$ cat src/rtl/seg7_display_arbiter.sv
// Shares one 4-digit seven-segment display among three requesters with
// rotating priority, a minimum hold time and an optional urgent preempt.
module seg7_display_arbiter #(
    parameter int HOLD_CYCLES    = 8,
    parameter bit URGENT_PREEMPT = 1'b1
) (
    input  logic        clk,
    input  logic        reset,
    input  logic [2:0]  req,
    input  logic [47:0] req_digits,
    input  logic [8:0]  req_dot,
    output logic [2:0]  ack,
    output logic [2:0]  grant,
    output logic [3:0]  thousands,
    output logic [3:0]  hundreds,
    output logic [3:0]  tens,
    output logic [3:0]  ones,
    output logic [2:0]  dot
);

    localparam int CW = $clog2(HOLD_CYCLES + 1);
    localparam logic [CW-1:0] HOLD_LAST = CW'(HOLD_CYCLES - 1);
    localparam logic [CW-1:0] HOLD_SAT  = CW'(HOLD_CYCLES);

    typedef enum logic [1:0] {IDLE, HOLD, OWN} state_t;

    state_t        state_q, state_n;
    logic [2:0]    grant_q, grant_n;
    logic [2:0]    ack_q, ack_n;
    logic [15:0]   disp_q, disp_n;
    logic [2:0]    dot_q, dot_n;
    logic [CW-1:0] cnt_q, cnt_n;
    logic [1:0]    last_q, last_n;

    logic [2:0] cand;
    logic [1:0] o0, o1, o2;
    logic       win_vld;
    logic [1:0] win_idx;
    logic [1:0] own_idx;
    logic       own_req;
    logic       hold_done;
    logic       g_do;
    logic [1:0] g_idx;

    function automatic logic [15:0] pick16(input logic [47:0] v,
                                           input logic [1:0] i);
        case (i)
            2'd1:    return v[31:16];
            2'd2:    return v[47:32];
            default: return v[15:0];
        endcase
    endfunction

    function automatic logic [2:0] pick3(input logic [8:0] v,
                                         input logic [1:0] i);
        case (i)
            2'd1:    return v[5:3];
            2'd2:    return v[8:6];
            default: return v[2:0];
        endcase
    endfunction

    // Round-robin search begins just after the last owner.
    always_comb begin
        cand = req & ~grant_q;
        case (last_q)
            2'd0:    begin o0 = 2'd1; o1 = 2'd2; o2 = 2'd0; end
            2'd1:    begin o0 = 2'd2; o1 = 2'd0; o2 = 2'd1; end
            default: begin o0 = 2'd0; o1 = 2'd1; o2 = 2'd2; end
        endcase
        win_vld = |cand;
        if (cand[o0])      win_idx = o0;
        else if (cand[o1]) win_idx = o1;
        else               win_idx = o2;
    end

    always_comb begin
        if (grant_q[2])      own_idx = 2'd2;
        else if (grant_q[1]) own_idx = 2'd1;
        else                 own_idx = 2'd0;
        own_req   = |(req & grant_q);
        hold_done = (state_q == OWN) || (cnt_q == HOLD_LAST);
    end

    always_comb begin
        state_n = state_q;
        grant_n = grant_q;
        ack_n   = 3'b000;
        disp_n  = disp_q;
        dot_n   = dot_q;
        cnt_n   = cnt_q;
        last_n  = last_q;
        g_do    = 1'b0;
        g_idx   = win_idx;
        case (state_q)
            IDLE: begin
                if (win_vld) g_do = 1'b1;
            end
            HOLD, OWN: begin
                if (own_req) begin
                    disp_n = pick16(req_digits, own_idx);
                    dot_n  = pick3(req_dot, own_idx);
                end
                if (URGENT_PREEMPT && req[0] && !grant_q[0]) begin
                    g_do  = 1'b1;
                    g_idx = 2'd0;
                end else if (hold_done) begin
                    if (win_vld) begin
                        g_do = 1'b1;
                    end else if (own_req) begin
                        state_n = OWN;
                        cnt_n   = HOLD_SAT;
                    end else begin
                        state_n = IDLE;
                        grant_n = 3'b000;
                    end
                end else begin
                    cnt_n = cnt_q + CW'(1);
                end
            end
            default: state_n = IDLE;
        endcase
        // A new grant overrides any live update from the previous owner.
        if (g_do) begin
            grant_n = 3'b001 << g_idx;
            ack_n   = 3'b001 << g_idx;
            disp_n  = pick16(req_digits, g_idx);
            dot_n   = pick3(req_dot, g_idx);
            cnt_n   = '0;
            state_n = HOLD;
            last_n  = g_idx;
        end
    end

    always_ff @(posedge clk or posedge reset) begin
        if (reset) begin
            state_q <= IDLE;
            grant_q <= 3'b000;
            ack_q   <= 3'b000;
            disp_q  <= 16'h0000;
            dot_q   <= 3'd0;
            cnt_q   <= '0;
            last_q  <= 2'd2;
        end else begin
            state_q <= state_n;
            grant_q <= grant_n;
            ack_q   <= ack_n;
            disp_q  <= disp_n;
            dot_q   <= dot_n;
            cnt_q   <= cnt_n;
            last_q  <= last_n;
        end
    end

    assign grant     = grant_q;
    assign ack       = ack_q;
    assign thousands = disp_q[15:12];
    assign hundreds  = disp_q[11:8];
    assign tens      = disp_q[7:4];
    assign ones      = disp_q[3:0];
    assign dot       = dot_q;

endmodule

$ cat config.mk
export PLATFORM = sky130hd
export DESIGN_NAME = seg7_display_arbiter
export DESIGN_NICKNAME = d
export VERILOG_FILES = /design/src/rtl/seg7_display_arbiter.sv
export SDC_FILE = /design/constraint.sdc
export NUM_CORES = 1
export LEC_CHECK = 0
export BUFFER_PORTS_ARGS = -buffer_cell sky130_fd_sc_hd__buf_2
export CAP_MARGIN = 20
export CORE_MARGIN = 10
export CORE_UTILIZATION = 52
export CTS_BUF_LIST = sky130_fd_sc_hd__clkbuf_4
export DETAILED_ROUTE_END_ITERATION = 10
export GPL_ROUTABILITY_DRIVEN = 0
export HOLD_SLACK_MARGIN = 0.15
export PLACE_DENSITY = 0.88
export RECOVER_POWER = 25
export SLEW_MARGIN = 20
export SYNTH_ARGS = -nofsm -noshare
export SYNTH_HDL_FRONTEND = slang
export SYNTH_SLANG_ARGS = --single-unit
export TNS_END_PERCENT = 20
$ cat constraint.sdc
create_clock -name clk -period 3.65 [get_ports clk]
set_input_delay 0.5475 -clock clk [delete_from_list [all_inputs] [get_ports clk]]
set_output_delay 0.5475 -clock clk [all_outputs]
set_load 0.01 [all_outputs]
# Word level (Yosys, flattened, before mapping)
# Cells that the tools add are included.
# totals
elab_cells,92
output_inout_bits,25
register_bits,33
# op_classes
n_reduce_logical,15
eq_ne,17
shift,1
magnitude_cmp,2
n_bitwise,3
add_sub_neg,1
mux,46
# op_table
operator,count
$pmux W16 S2,2
$mux W16,3
$mux W3,10
$mux W4,6
$mux W2,10
$pmux W2 S2,4
$pmux W3 S2,2
$ne A3 B3 Y1 const B,3
$eq A2 B1 Y1 const B,4
$reduce_and A4 Y1,2
$and A3 B3 Y3,2
$eq A2 B2 Y1 const B,3
$lt A2 B3 Y1 const B,2
$mux W1,6
$ne A3 B2 Y1 const B,2
$reduce_bool A2 Y1,3
$reduce_or A3 Y1,2
$reduce_and A5 Y1,1
$add A4 B1 Y4 const B,1
$bmux W1 S2,2
$eq A4 B3 Y1 const B,1
$logic_not A2 Y1,2
$ne A2 B1 Y1 const B,2
$ne A2 B2 Y1 const B,2
other kinds (8),8

# Logic depth before layout (Yosys ltp)
# logic_depth
ltp_word,11
mapped_depth,13

# Worst setup path after synthesis
# Ideal clock, no wire load.
# synth_path
kind,register to register
start,reg state_q[1]
end,reg disp_q[14]
period_less_slack_ps,2620
path_stages_with_launch,14
n_path_buf,3
slack_ps,1030
arrival_time_ps,2493
path_cell_list,dfrtp_1 > inv_1 > ha_1 > buf_2 > nor4b_1 > a31oi_1 > o2bb2ai_1 > inv_1 > ha_1 > clkbuf_1 > buf_1 > nand2_1 > o21ai_0 > mux2i_1
# synth_via
elab_cells_between_ends,16
classes_between,4 x eq/ne; 6 x mux; 6 x reduce/logical
# synth_lines
element,line,rtl
from (decl),27,"state_t state_q, state_n;"
from (signal assigned),145,state_q <= state_n;
$eq A2 B2 Y1 or $eq A2 B1 Y1 (tied branches),95,case (state_q)
$reduce_or A2 Y1 *,95,
$mux W2 *,95,
named net g_idx[0],43,logic [1:0] g_idx;
$eq A2 B2 Y1 or $eq A2 B1 Y1 (tied branches),47,case (i)
$pmux W16 S2 *,47,
$mux W16 *,124,if (g_do) begin
to (signal assigned),148,disp_q <= disp_n;
to (decl),30,"logic [15:0] disp_q, disp_n;"
# The timed path passes the listed nets; every way through them passes the cells marked *.
# A chain may end at the register's enable or synchronous reset.

# Final worst setup path
# layout_path
start,reg state_q[0]
end,reg disp_q[15]
# Same word-level chain as after synthesis.

==> results.md <==
- CP startpoint: state_q[0]
- Sink Count: 33
- Final setup viols: 0
- # hold bufs at CTS: 0
- CTS tree: done
- DP Cell Count: 401
- CP Data Arrival Time: 3.34 ns
- Compound-cell area share of the yosys netlist: 21.96%
- 1st-iter DRT viols: 207
- Cell Pwr Density: 870.6 nW/um^2
- Global-route wire length before repair: 11,720 um
- P_leak: 1.388 nW
- Fin crit share: 84.34%
- Drt pass-1 iters: 5
- Failing checks: capacitance limit, slew limit
- Number of synthesized register bits: 33
- Ys flop type: dfrtp_1
- Number of global-route vias before repair: 2,523
- Main combinational cell family by area after synthesis: multiplexers
- Largest area contributor in the netlist: dfrtp_1
- CTS Buf Count: 5
- Count of unique library cells instantiated by Yosys: 41
- Skew-Pair Late Insertion Delay: 0.34 ns
- Synth top area share: 31.94%
- Most frequent cells in the layout: buf_2, mux2i_1, o21ai_0
- DRC: 0
- Worst Path Max Fanout: 20
- Critical path class: reg -> reg
- Die width: 89.44 um
- Worst min-delay path category: in -> reg
- Rows: 25
- Final Slew Violations: 34
- Synth Cell Area: 2507 um^2
- Clock skew: 0.01338 ns
- Die area: 8000 um^2
- Initial antenna violation count: 0
- Die Height: 89.44 um
- H-Tree Depth: 2
- Final wirelength: 7293 um
- DP HPWL: 5165 um
- Port bufs: 86
- Share of cells above drive strength 1: 30.14%
- Fillers: 380
- Post-Synth Adder-Cell Area: 3.493%
- Commonest non-fill, non-tap cell in the layout: buf_2
- Crit path capture: disp_q[15]
- Setup Buffers After CTS: 0
- Slew @ Worst Pin: 1.766 ns
- Via/cell ratio: 6.095
- Ys async rst share: 100.0%
- Starting Density: 53.44%
- Status: finished, violations left
- R2R depth: 10
- Startpoint types: register
- # resized after CTS: 0
- GRT Util Overall: 18.40%
- Final Hold Fails: 0
- Syn nets: 348
- Worst slew margin: -17.71%
- Final ANT Viol Nets: 0
- Gate Count Post-Synth: 279
- Clock slew at reported path FFs: 0.11 ns
- Synth top area cells: dfrtp_1, mux2i_1, o21ai_0
- Reg-to-reg slack, setup: 0.57 ns
- Register area: 827.0 um^2
- CP required: 3.91 ns
- Syn Area/Cell: 8.987 um^2
- Area occupied by multi-input gates: 1543 um^2
- F_max: 324.8 MHz
- Ys Warns: 0
- IO Pins: 87
- Core area: 4692 um^2
- TNS Setup: 0 ns
- CTS Buffer Depth: 2
- Layout Nets: 423
- Diodes inserted: 0
- Area growth syn-to-layout: 19.31%
- XOR/XNOR Fraction of Synth Area: 0%
- Hold WS: 0.5250 ns
- Grt ovf: 0
- Largest net degree at the start of global routing: 42
- Non-Filler Instances: 409
- DR vias: 2,493
- Worst r2r dst: disp_q[15]
- Worst vdd ir: 0.4618 mV
- CP endpoint kind: register
- Number of synthesized flops with an enable pin: 0
- Clock Tree Root: clkbuf_4
- Mux contribution to synthesized area: 23.95%
- Worst reg2reg startpoint: state_q[0]
- Max-cap violations: 1
- Routed WL per cell: 17.83 um
- Simple-gate share of the synthesized area: 12.03%
- Sequential area share after synthesis: 32.98%
- Post-route total power: 2.604 mW
- RSZ-0062 raised after global routing: no
- Post-layout min period: 3.078 ns
## power breakdown
part	leakage (nW)	internal (mW)	total (mW)	switching, mW
Clock	0.0324	0.0908	0.215	0.124
Combinational	0.952	0.719	1.71	0.992
Sequential	0.404	0.547	0.679	0.132
## critical path, cell delays in order (launching register included)
cell and delay (ns):
dfrtp_1 0.37, inv_1 0.08, ha_1 0.43, nor4b_1 0.35, a31oi_1 0.10, o2bb2ai_1 0.31
ha_1 0.77, a22oi_1 0.21, nand2_1 0.14, o21ai_0 0.09, mux2i_1 0.14
## Yosys cell counts (3+ instances only)
master and instances:
dfrtp_1 32, o21bai_1 4, o21ai_0 44, nand2_1 40, and3_1 3, clkbuf_1 14, a22oi_1 19, ha_1 7
nand2b_1 4, inv_1 8, mux2i_1 57, buf_2 4, a21oi_1 6
## cells by family (layout without fill, tap and decap cells)
logic type               after synthesis  after routing
AND/OR/NAND/NOR                       62             62
AO/OA/AOI/OAI                         87             87
adder cells (fa/ha/maj)                7              7
multiplexers                          59             59
buffers and inverters                 31            107
flip-flops                            33             33
## area by class of cell
class                           instances  share of cell area (%)
Timing Repair Buffer                   91                   15.52
Sequential cell                        33                   27.65
Tap cell                               54                   2.258
Inverter                                8                   1.004
Multi-Input combinational cell        215                   51.57
Clock inverter                          1                  0.2509
Clock buffer                            7                   1.757
## per-layer routing
layer	vias to the layer above	global-route usage, %	part of all wire, %
met3	6	5.196	7.7
li1	1176	-	-
met4	0	4.480	0.55
met1	1188	21.43	41
met2	123	32.34	51
met5	-	0	0
## flip-flops by register name (all words and copies together), names as in the netlist
| register | count |
|---|---|
| ack | 3 |
| grant | 3 |
| cnt_q | 4 |
| dot | 3 |
| state_q | 2 |
| last_q | 2 |
| disp_q | 16 |
## worst min-delay path by stage
stage                           from          to  depth (start not counted)
after floorplan             cnt_q[1]    cnt_q[1]                          2
after global placement    disp_q[14]  disp_q[14]                          2
after detailed placement   disp_q[8]   disp_q[8]                          2
after CTS                      reset   disp_q[8]                          3
after global routing      req_dot[1]      dot[1]                          3
final                     req_dot[1]      dot[1]                          3
## metrics by stage
stage	utilization, %	worst slack [ns]	cell area [um^2]
2_1_floorplan	-	1.030	2507
3_3_place_gp	62.56	0.8601	2935
3_5_place_dp	62.56	0.7195	2935
4_1_cts	63.84	0.6454	2995
5_1_grt	63.76	0.4213	2992
6_report	63.76	0.5716	2992
No activity file was read; power rests on OpenSTA's default activity.
